==> src/rtl/stack_counter_register.sv <==
// Program-counter style register with a small return stack: increment, load,
// call (push return address, jump) and return (pop) with sticky overflow/underflow error.
module stack_counter_register #(
   parameter int WIDTH    = 8,
   parameter int DEPTH    = 4,
   parameter int SATURATE = 0
) (
   input  logic                     clock,
   input  logic                     clear_n,
   input  logic                     increment_signal,
   input  logic                     write_enable,
   input  logic                     call_enable,
   input  logic                     return_enable,
   input  logic                     error_clear,
   input  logic [WIDTH-1:0]         input_data,
   output logic [WIDTH-1:0]         output_data,
   output logic [$clog2(DEPTH):0]   stack_count,
   output logic                     stack_empty,
   output logic                     stack_full,
   output logic                     stack_error
);

   localparam int PW = $clog2(DEPTH);
   localparam int CW = PW + 1;

   typedef enum logic [2:0] {
      OP_IDLE   = 3'd0,
      OP_CALL   = 3'd1,
      OP_RETURN = 3'd2,
      OP_WRITE  = 3'd3,
      OP_INC    = 3'd4
   } op_t;

   // Return addresses always wrap, whatever the increment mode is.
   function automatic logic [WIDTH-1:0] wrap_inc(input logic [WIDTH-1:0] v);
      return v + WIDTH'(1'b1);
   endfunction

   function automatic logic [WIDTH-1:0] mode_inc(input logic [WIDTH-1:0] v);
      if ((SATURATE != 0) && (v == {WIDTH{1'b1}})) begin
         return v;
      end else begin
         return wrap_inc(v);
      end
   endfunction

   logic [WIDTH-1:0] value;
   logic [CW-1:0]    count;
   logic             error_flag;
   logic [WIDTH-1:0] stack_mem [DEPTH];

   op_t              op;
   logic [WIDTH-1:0] value_next;
   logic [CW-1:0]    count_next;
   logic             error_next;
   logic             push_en;
   logic [PW-1:0]    push_idx;
   logic [PW-1:0]    top_idx;
   logic             is_empty;
   logic             is_full;

   assign push_idx = count[PW-1:0];
   assign top_idx  = push_idx - PW'(1'b1);
   assign is_empty = (count == CW'(0));
   assign is_full  = (count == CW'(DEPTH));

   // Single-operation priority decode: lower requests are simply dropped.
   always_comb begin
      op = OP_IDLE;
      if (call_enable) begin
         op = OP_CALL;
      end else if (return_enable) begin
         op = OP_RETURN;
      end else if (write_enable) begin
         op = OP_WRITE;
      end else if (increment_signal) begin
         op = OP_INC;
      end else begin
         op = OP_IDLE;
      end
   end

   // Next value, stack depth and error flag for the decoded operation.
   always_comb begin
      value_next = value;
      count_next = count;
      push_en    = 1'b0;
      error_next = error_flag & ~error_clear;
      case (op)
         OP_CALL: begin
            if (is_full) begin
               error_next = 1'b1;
            end else begin
               push_en    = 1'b1;
               count_next = count + CW'(1'b1);
               value_next = input_data;
            end
         end
         OP_RETURN: begin
            if (is_empty) begin
               error_next = 1'b1;
            end else begin
               count_next = count - CW'(1'b1);
               value_next = stack_mem[top_idx];
            end
         end
         OP_WRITE: begin
            value_next = input_data;
         end
         OP_INC: begin
            value_next = mode_inc(value);
         end
         default: begin
            value_next = value;
         end
      endcase
   end

   // Held value, depth and sticky error, asynchronously cleared.
   always_ff @(posedge clock or negedge clear_n) begin
      if (!clear_n) begin
         value      <= {WIDTH{1'b0}};
         count      <= {CW{1'b0}};
         error_flag <= 1'b0;
      end else begin
         value      <= value_next;
         count      <= count_next;
         error_flag <= error_next;
      end
   end

   // Stack storage has no reset; entries at or above the depth are never read.
   always_ff @(posedge clock) begin
      if (push_en) begin
         stack_mem[push_idx] <= wrap_inc(value);
      end
   end

   assign output_data = value;
   assign stack_count = count;
   assign stack_error = error_flag;
   assign stack_empty = is_empty;
   assign stack_full  = is_full;

endmodule

==> config.mk <==
export PLATFORM = sky130hd
export DESIGN_NAME = stack_counter_register
export DESIGN_NICKNAME = d
export VERILOG_FILES = /design/src/rtl/stack_counter_register.sv
export SDC_FILE = /design/constraint.sdc
export NUM_CORES = 1
export LEC_CHECK = 0
export CAP_MARGIN = 0
export CORE_MARGIN = 3
export CORE_UTILIZATION = 45
export DETAILED_ROUTE_END_ITERATION = 12
export PLACE_DENSITY = 0.76
export SYNTH_ARGS = -nofsm -noshare
export SYNTH_HDL_FRONTEND = slang
export SYNTH_SLANG_ARGS = --single-unit
==> constraint.sdc <==
create_clock -name clock -period 2.9 [get_ports clock]
set_input_delay 0.435 -clock clock [delete_from_list [all_inputs] [get_ports clock]]
set_output_delay 0.435 -clock clock [all_outputs]
set_load 0.05 [all_outputs]
# ---- After elaboration in Yosys (flattened, before gate mapping)
# Memory sizes are Yosys's and may differ from the RTL's.
# Cells that the tools add are included.
# Widths: inputs -> output; s select.
dict set report totals {
  register_bits 12
  ramBits 32
  in_bits 15
  out_inout_bits 14
  word_cells 39
  mem_count 1
}
dict set report op_classes {
  add_sub_neg 4
  n_eq_ne 7
  muxes 17
  n_bitwise 2
  reduce_logical 5
}
# name words width read_ports rd_ports_with_merged_regs wr line_no
set mem_list {}
lappend mem_list {stack_mem 4 8 1 0 1 50} ;# logic [WIDTH-1:0] stack_mem [DEPTH];
# op n
set ops {}
lappend ops {{$pmux 8 s4} 1}
lappend ops {{$mux 3} 6}
lappend ops {{$mux 8} 2}
lappend ops {{$add 8x1->8 const B} 1}
lappend ops {{$eq 3x2->1 const B} 2}
lappend ops {{$eq 3x3->1 const B} 2}
lappend ops {{$mux 1} 6}
lappend ops {{$pmux 3 s2} 1}
lappend ops {{$reduce_and 3->1} 2}
lappend ops {{$ne 2x2->1 const B} 2}
lappend ops {{$reduce_bool 4->1} 1}
lappend ops {{$add 3x1->3 const B} 1}
lappend ops {{$eq 3x1->1 const B} 1}
lappend ops {{$logic_not 3->1} 1}
lappend ops {{$sub 3x1->3 const B} 1}
lappend ops {{$pmux 1 s2} 1}
lappend ops {{$reduce_bool 2->1} 1}
lappend ops {{$sub 2x1->2 const B} 1}
lappend ops {{$and 1x1->1} 1}
lappend ops {{$not 1->1} 1}

# ---- Logic depth before layout (Yosys ltp)
# Gate-level depths: netlist of run 1.
dict set report depth {
  word_depth 8
  depth_mapped 8
  mapped_depth_nobuf 7
}

# ---- Least setup slack after synthesis of run 1
# Ideal clock, no wire load.
dict set report synth_timing {
  path_kind {register to register}
  start {register count[0], in the netlist stack_count[0]}
  end {register count[1], in the netlist stack_count[1]}
  t_arrival_ps 2592
  required_time_ps 2775
  setup_slack_ps 183
  stages_incl_launch_ff 8
  path_buffers 1
  synth_period_minus_slack_ps 2717
  path_cell_list {dfrtp_1 buf_6 inv_1 ha_1 nor2b_1 nor2b_1 o21bai_1 mux2_2}
}
dict set report synth_between {
  elab_chain_cells 3
  word_cells_on_any_way 10
  cone_classes {2 x add/sub; 3 x eq/ne; 3 x mux; 2 x reduce/logical}
}
# item line_no
set synth_lines {}
lappend synth_lines {{from (decl)} 48} ;# logic [CW-1:0] count;
lappend synth_lines {{from (signal assigned)} 123} ;# count <= {CW{1'b0}};
lappend synth_lines {{from (signal assigned)} 127} ;# count <= count_next;
lappend synth_lines {{$logic_not 3->1} 64} ;# assign is_empty = (count == CW'(0));
lappend synth_lines {{named net stack_empty} 18} ;# output logic stack_empty,
lappend synth_lines {{$ne 2x2->1 (no line)} n/a}
lappend synth_lines {{$reduce_and 3->1 (no line)} n/a}
# The timed path passes the listed nets, and every way through them passes these cells. The select of a mux whose other input is x is not followed.
# A chain may end at the register's enable or synchronous reset.

# ---- Worst setup path after layout of run 1
dict set report layout_timing {
  start {register count[1], in the netlist stack_count[1]}
  end {output port stack_empty}
}
dict set report layout_between {
  elab_chain_cells 1
}
# item line_no
set layout_lines {}
lappend layout_lines {{$logic_not 3->1} 64}
lappend layout_lines {{to (decl)} 18}
# Every way passes these cells.

==> results of run 1 <==
==> critical path, stage by stage, from the launching register on <==
cell,delay [ns]
dfrtp_1,0.45
inv_1,0.13
ha_1,0.27
nor2b_1,0.23
clkdlybuf4s50_1,0.84
==> logic make-up (layout without fill, tap and decap cells) <==
| family | count (synthesis) | count (layout) | share of synthesized area, % |
|---|---|---|---|
| AOI/OAI and AO/OA | 30 | 30 | 9.99 |
| buffers and inverters | 11 | 44 | 2.35 |
| DFF | 44 | 44 | 59.3 |
| and+or+nand+nor | 35 | 35 | 9.99 |
| muxes | 12 | 12 | 11.6 |
| adders and majority gates | 6 | 6 | 3.53 |
| xor gates and xnor gates | 8 | 8 | 3.29 |
==> registers in the layout, summed over array words and instances, names as in the netlist <==
register,flops
output_data,8
stack_count,3
stack_error,1
stack_mem,32
==> layout by cell type (no fill, tap or decap), drive strengths merged, types with 6 or more instances in the layout <==
master         synthesis  routed
edfxtp                32      32
clkdlybuf4s50          0      28
dfrtp                 12      12
and3                   9       9
o21ai                  9       9
mux4                   8       8
nor2                   6       6
ha                     6       6
clkbuf                 4       6
==> metrics by stage <==
| step | setup WS (ns) | utilization [%] | hold WS (ns) | instance area (um^2) | power (mW) |
|---|---|---|---|---|---|
| 2_1_floorplan | 0.183 | - | 0.139 | 2130 | 1.98 |
| 3_3_place_gp | 0.526 | 55.1 | 0.520 | 2460 | 2.36 |
| 3_5_place_dp | 0.456 | 55.1 | 0.524 | 2460 | 2.40 |
| 4_1_cts | 0.238 | 57.0 | 0.506 | 2550 | 2.78 |
| 5_1_grt | 0.151 | 57.0 | 0.541 | 2550 | 2.91 |
| 6_report | 0.241 | 57.0 | 0.504 | 2550 | 2.76 |
==> worst min path at each step <==
stage | start | to | slack, ns | cells after the start
3_3_place_gp | stack_error | stack_error | 0.52 | 2
5_1_grt | clear_n | stack_error | 0.54 | 1
3_5_place_dp | stack_error | stack_error | 0.52 | 2
4_1_cts | clear_n | stack_count[0] | 0.51 | 1
6_report | clear_n | output_data[5] | 0.50 | 1
2_1_floorplan | clear_n | output_data[0] | 0.14 | 0
==> where the power goes <==
part           total (mW)  leakage (nW)  switching, mW  internal [mW]
clock               0.365        0.0412          0.197          0.168
sequential           1.09         0.438          0.131          0.957
combinational        1.30         0.495          0.791          0.511
total                2.76         0.974           1.12           1.64
==> per-layer routing <==
metal / vias to the layer above / routed length (um) / global-route usage, %
li1: 638 / - / -
met1: 681 / 1890 / 22.9
met2: 67 / 2140 / 28.0
met3: 14 / 274 / 3.47
met4: 0 / 109 / 6.52
met5: - / 0 / 0
==> layout make-up <==
class	instances	area [um^2]	share of cell area, %
tap	52	65.1	2.55
sequential	44	1260	49.5
clock buffer	6	72.6	2.85
inverter	5	18.8	0.736
timing repair buffer	31	303	11.9
clock inverter	2	12.5	0.491
multi-input combinational	91	817	32.0
==> flow_metrics.py, run 1 <==
metrics = {
    "run_status": {
        "status": "finished clean",
    },
    "cells_and_area": {
        "antennaDiodeCount": 0,
        "finish.net_count": 199,
        "drive_gt1_share_pct": 10.1,
        "final_cells": 231,
        "fill_cells": 347,
        "syn_to_final_growth_pct": 19.8,
    },
    "synth": {
        "synth_cell_types": 39,
        "synth_area_leader_cell": "edfxtp_1",
        "synth_area_per_cell_um2": 14.6,
        "ys_ff_latch": 44,
        "synth_cells": 146,
        "ys_seq_area_share_pct": 59.3,
        "netlist_area_um2": 2130,
        "ys_top_cells_by_count": "edfxtp_1 (32), dfrtp_1 (12), and3_1 (9), o21ai_0 (9)",
        "synth_nets": 167,
        "synthTopCellsByArea": "edfxtp_1 (45%), dfrtp_1 (14%), mux4_1 (7.4%)",
        "synth.most_common_cell": "edfxtp_1",
        "synth_ff_type": "edfxtp_1",
        "synthArstFlopShare_pct": 27.3,
        "netlist.area_leader.share_pct": 45.1,
        "synth_edf_count": 32,
        "yosysWarnings": 0,
    },
    "sta": {
        "rsz0062_at_grt": "false",
        "slew_viol_final": 0,
        "setup_viol": 0,
        "worst_pin_slew_ns": 0.597,
        "min_period_over_period_pct": 91.7,
        "slew_headroom_pct": 60.0,
        "fin_skew_ns": 0.0115,
        "final.setup.tns_ns": 0,
        "finalHoldViolCount": 0,
        "layout_min_cycle_time_ns": 2.66,
        "timing.fmax_ghz": 0.376,
    },
    "floorplan": {
        "die_y_um": 74.8,
        "dieArea_um2": 5590,
        "row_count": 24,
        "core_um2": 4470,
        "initial_core_util_pct": 47.6,
        "fp.dieW_um": 74.8,
        "pin_count": 29,
    },
    "cts": {
        "postCtsResizedCells": 0,
        "cts-root-buf": "clkbuf_8",
        "cts_made_buffers": 5,
        "post_cts_buffers": 0,
        "clk_latency_ns": 0.29,
        "cts_hold_buf": 0,
        "cts_sinks": 44,
        "clk_pin_slew_ns": 0.08,
        "htreeDepth": 2,
        "cts_buffer_depth": 2,
        "cts_tree": "yes",
    },
    "global_route": {
        "antenna_found_initial": 0,
        "grtUsageTotal_pct": 17.2,
        "grt_max_degree": 15,
        "grt_pass1_wl_um": 6940,
        "grt_remaining_overflow": 0,
        "grt_pass1_vias": 1375,
    },
    "routing": {
        "drt_first_pass_iters": 5,
        "via_per_inst": 6.06,
        "antenna_left": 0,
        "vias": 1400,
        "drt-initial-drc-count": 203,
        "drc": 0,
        "routedWlPerCell_um": 19.1,
        "wirelength_um": 4410,
    },
    "placement": {
        "dp_cells": 223,
        "numPortBuffers": 28,
        "dp_hpwl_um": 3200,
        "gp_congestion": 0.863,
    },
    "setup_path": {
        "worstPathArrival_ns": 2.22,
        "critPathLaunch": "stack_count[1]",
        "r2r_cells": 6,
        "crit_type": "reg2out",
        "r2r_slack_ns": 0.68,
        "crit_required_ns": 2.47,
        "r2r_start": "stack_count[1]",
        "start_kind": "register",
        "worstPathMaxFanout": 7,
        "crit_path_end_kind": "primary output",
        "r2r_end": "output_data[1]",
        "crit_path_end": "stack_empty",
    },
    "power_and_ir_drop": {
        "peakVddDrop_mv": 0.409,
        "p_per_area_nw_per_um2": 1080,
        "leakage_nw": 0.974,
    },
    "job": {
        "drv_cap": 0,
    },
    "worst_hold_path": {
        "hp-class": "in2async",
    },
}
Power figures use the tool's default switching activity.
==> run 2, diff against run 1 <==
Settings changed: PLACE_DENSITY 0.76 to not set, PLACE_DENSITY_LB_ADDON set to 0.15.
==> flow_metrics.py, run 2 (synthesized netlist as in run 1, its figures left out) <==
metrics = {
    "setup_path": {
        "crit_path_end_kind": "primary output",
        "crit_type": "reg2out",
        "critPathSlowestCell": "clkdlybuf4s50_1",
        "r2r_end": "output_data[2]",
        "worstPathMaxFanout": 7,
        "start_kind": "register",
        "crit_cells": 4,
        "r2r_slack_ns": 0.72,
        "crit_required_ns": 2.47,
        "crit_path_end": "stack_empty",
        "path_buf_inv": 2,
        "worstPathArrival_ns": 2.23,
        "crit_chain": "inv_1 > ha_1 > nor2b_1 > clkdlybuf4s50_1",
        "critPathLaunch": "stack_count[1]",
        "critical_path.top_delay_family": "buffers and inverters",
        "r2r_start": "stack_count[1]",
        "slowest_delay_ns": 0.84,
        "r2r_cells": 6,
    },
    "sta": {
        "setup_viol": 0,
        "rsz0062_at_grt": "false",
        "fin_skew_ns": 0.0115,
        "timing.fmax_ghz": 0.376,
        "worst_pin_slew_ns": 0.554,
        "finalHoldViolCount": 0,
        "final.setup.tns_ns": 0,
        "slew_viol_final": 0,
        "layout_min_cycle_time_ns": 2.66,
        "slew_headroom_pct": 62.9,
        "min_period_over_period_pct": 91.8,
    },
    "power_and_ir_drop": {
        "internal-power_mw": 1.72,
        "pwr-share-clk_pct": 16.4,
        "leakage_nw": 0.989,
        "comb_power_share_pct": 45.4,
        "switching_share_pct": 39.6,
        "pwr-share-seq_pct": 38.2,
        "p_per_area_nw_per_um2": 1110,
        "p_switching_mw": 1.13,
        "peakVddDrop_mv": 0.411,
    },
    "cells_and_area": {
        "finish.net_count": 199,
        "antennaDiodeCount": 0,
        "drive_gt1_share_pct": 10.1,
        "syn_to_final_growth_pct": 21.0,
        "mostFrequentLayoutCells": "edfxtp_1 (32), clkdlybuf4s50_1 (28), dfrtp_1 (12)",
        "largest_reg_flops": 32,
        "final_common_cell": "edfxtp_1",
        "regMostFlops": "stack_mem",
        "final_cells": 231,
    },
    "floorplan": {
        "pin_count": 29,
        "fp.dieW_um": 74.8,
        "die_y_um": 74.8,
        "row_count": 24,
        "dieArea_um2": 5590,
        "core_um2": 4470,
        "initial_core_util_pct": 47.6,
    },
    "routing": {
        "drt_first_pass_iters": 4,
        "wirelength_um": 4370,
        "via_per_inst": 5.93,
        "antenna_left": 0,
        "drc": 0,
        "vias": 1370,
        "routedWlPerCell_um": 18.9,
        "drt-initial-drc-count": 100,
    },
    "cts": {
        "htreeDepth": 2,
        "cts_made_buffers": 5,
        "cts_hold_buf": 0,
        "clk_latency_ns": 0.29,
        "postCtsResizedCells": 0,
        "cts_sinks": 44,
        "clk_pin_slew_ns": 0.09,
        "post_cts_buffers": 0,
        "cts_tree": "yes",
        "cts_buffer_depth": 2,
        "cts-root-buf": "clkbuf_8",
    },
    "placement": {
        "dp_hpwl_um": 3170,
        "gp_congestion": 0.814,
        "numPortBuffers": 28,
        "dp_cells": 223,
    },
    "run_status": {
        "status": "finished clean",
    },
    "global_route": {
        "antenna_found_initial": 0,
        "grt_max_degree": 15,
        "grt_remaining_overflow": 0,
        "grtUsageTotal_pct": 16.9,
        "grt_pass1_wl_um": 6910,
        "grt_pass1_vias": 1287,
    },
    "job": {
        "drv_cap": 0,
    },
    "worst_hold_path": {
        "hp-class": "in2async",
    },
}
[run 2: changes by cell type in the layout (fill, tap and decap cells not counted), sizes merged]
cell / before / now
clkinvlp: 1 / 0
bufinv: 0 / 1
clkinv: 1 / 2
clkbuf: 6 / 5
[run 2: worst reg2reg max path, cell delays in order (launching register included)]
cell and delay (ns):
dfrtp_1 0.43, inv_1 0.11, ha_1 0.49, mux4_2 0.35, and2_0 0.16, a221o_1 0.26
mux2_2 0.27
[run 2: area by class of cell]
type,count,area [um^2]
clock inverters,3,42.5
fillers,350,1900
inverters,5,18.8
well taps,52,65.1
clock buffers,5,68.8
flip-flops and latches,44,1260
multi-input cells,91,817
repair buffers,31,303
[run 2: power groups by stage]
stage / clock network (mW) / logic (mW) / registers [mW]
after floorplan: 0 / 0.640 / 1.34
after global placement: 0 / 1.28 / 1.09
after detailed placement: 0 / 1.30 / 1.10
after CTS: 0.471 / 1.31 / 1.09
after global routing: 0.503 / 1.40 / 1.12
final: 0.468 / 1.30 / 1.09
[run 2: how the worst min path moves through the flow]
stage / cells past startpoint / end / startpoint
after global placement: 2 / stack_error / stack_error
final: 1 / stack_error / clear_n
after detailed placement: 2 / stack_error / stack_error
after floorplan: 0 / output_data[0] / clear_n
after CTS: 1 / stack_error / clear_n
after global routing: 1 / stack_error / clear_n
[run 2: per-stage QoR]
stage / cell area, um^2 / util (%) / power [mW] / hold slack (ns) / setup slack (ns)
floorplan: 2130 / - / 1.98 / 0.139 / 0.183
global placement: 2460 / 55.1 / 2.37 / 0.519 / 0.537
detailed placement: 2460 / 55.1 / 2.41 / 0.532 / 0.467
CTS: 2580 / 57.6 / 2.87 / 0.516 / 0.220
global route: 2580 / 57.6 / 3.02 / 0.522 / 0.0741
finish: 2580 / 57.6 / 2.85 / 0.490 / 0.239
[run 2: layer usage]
layer  wire (um)  vias up  GRT usage (%)  part of all wire [%]
met5           0        -              0                     0
met4           8        0           4.35                  0.18
met3         280        2           3.47                   6.4
met2        2060       58           27.5                    47
met1        2030      671           23.3                    46
li1            -      639              -                     -
==> run 3, diff against run 2 <==
Settings changed: SLEW_MARGIN set to 20.
==> results of run 3 <==
Final layout, timing and power as in run 2 (identical DEF).
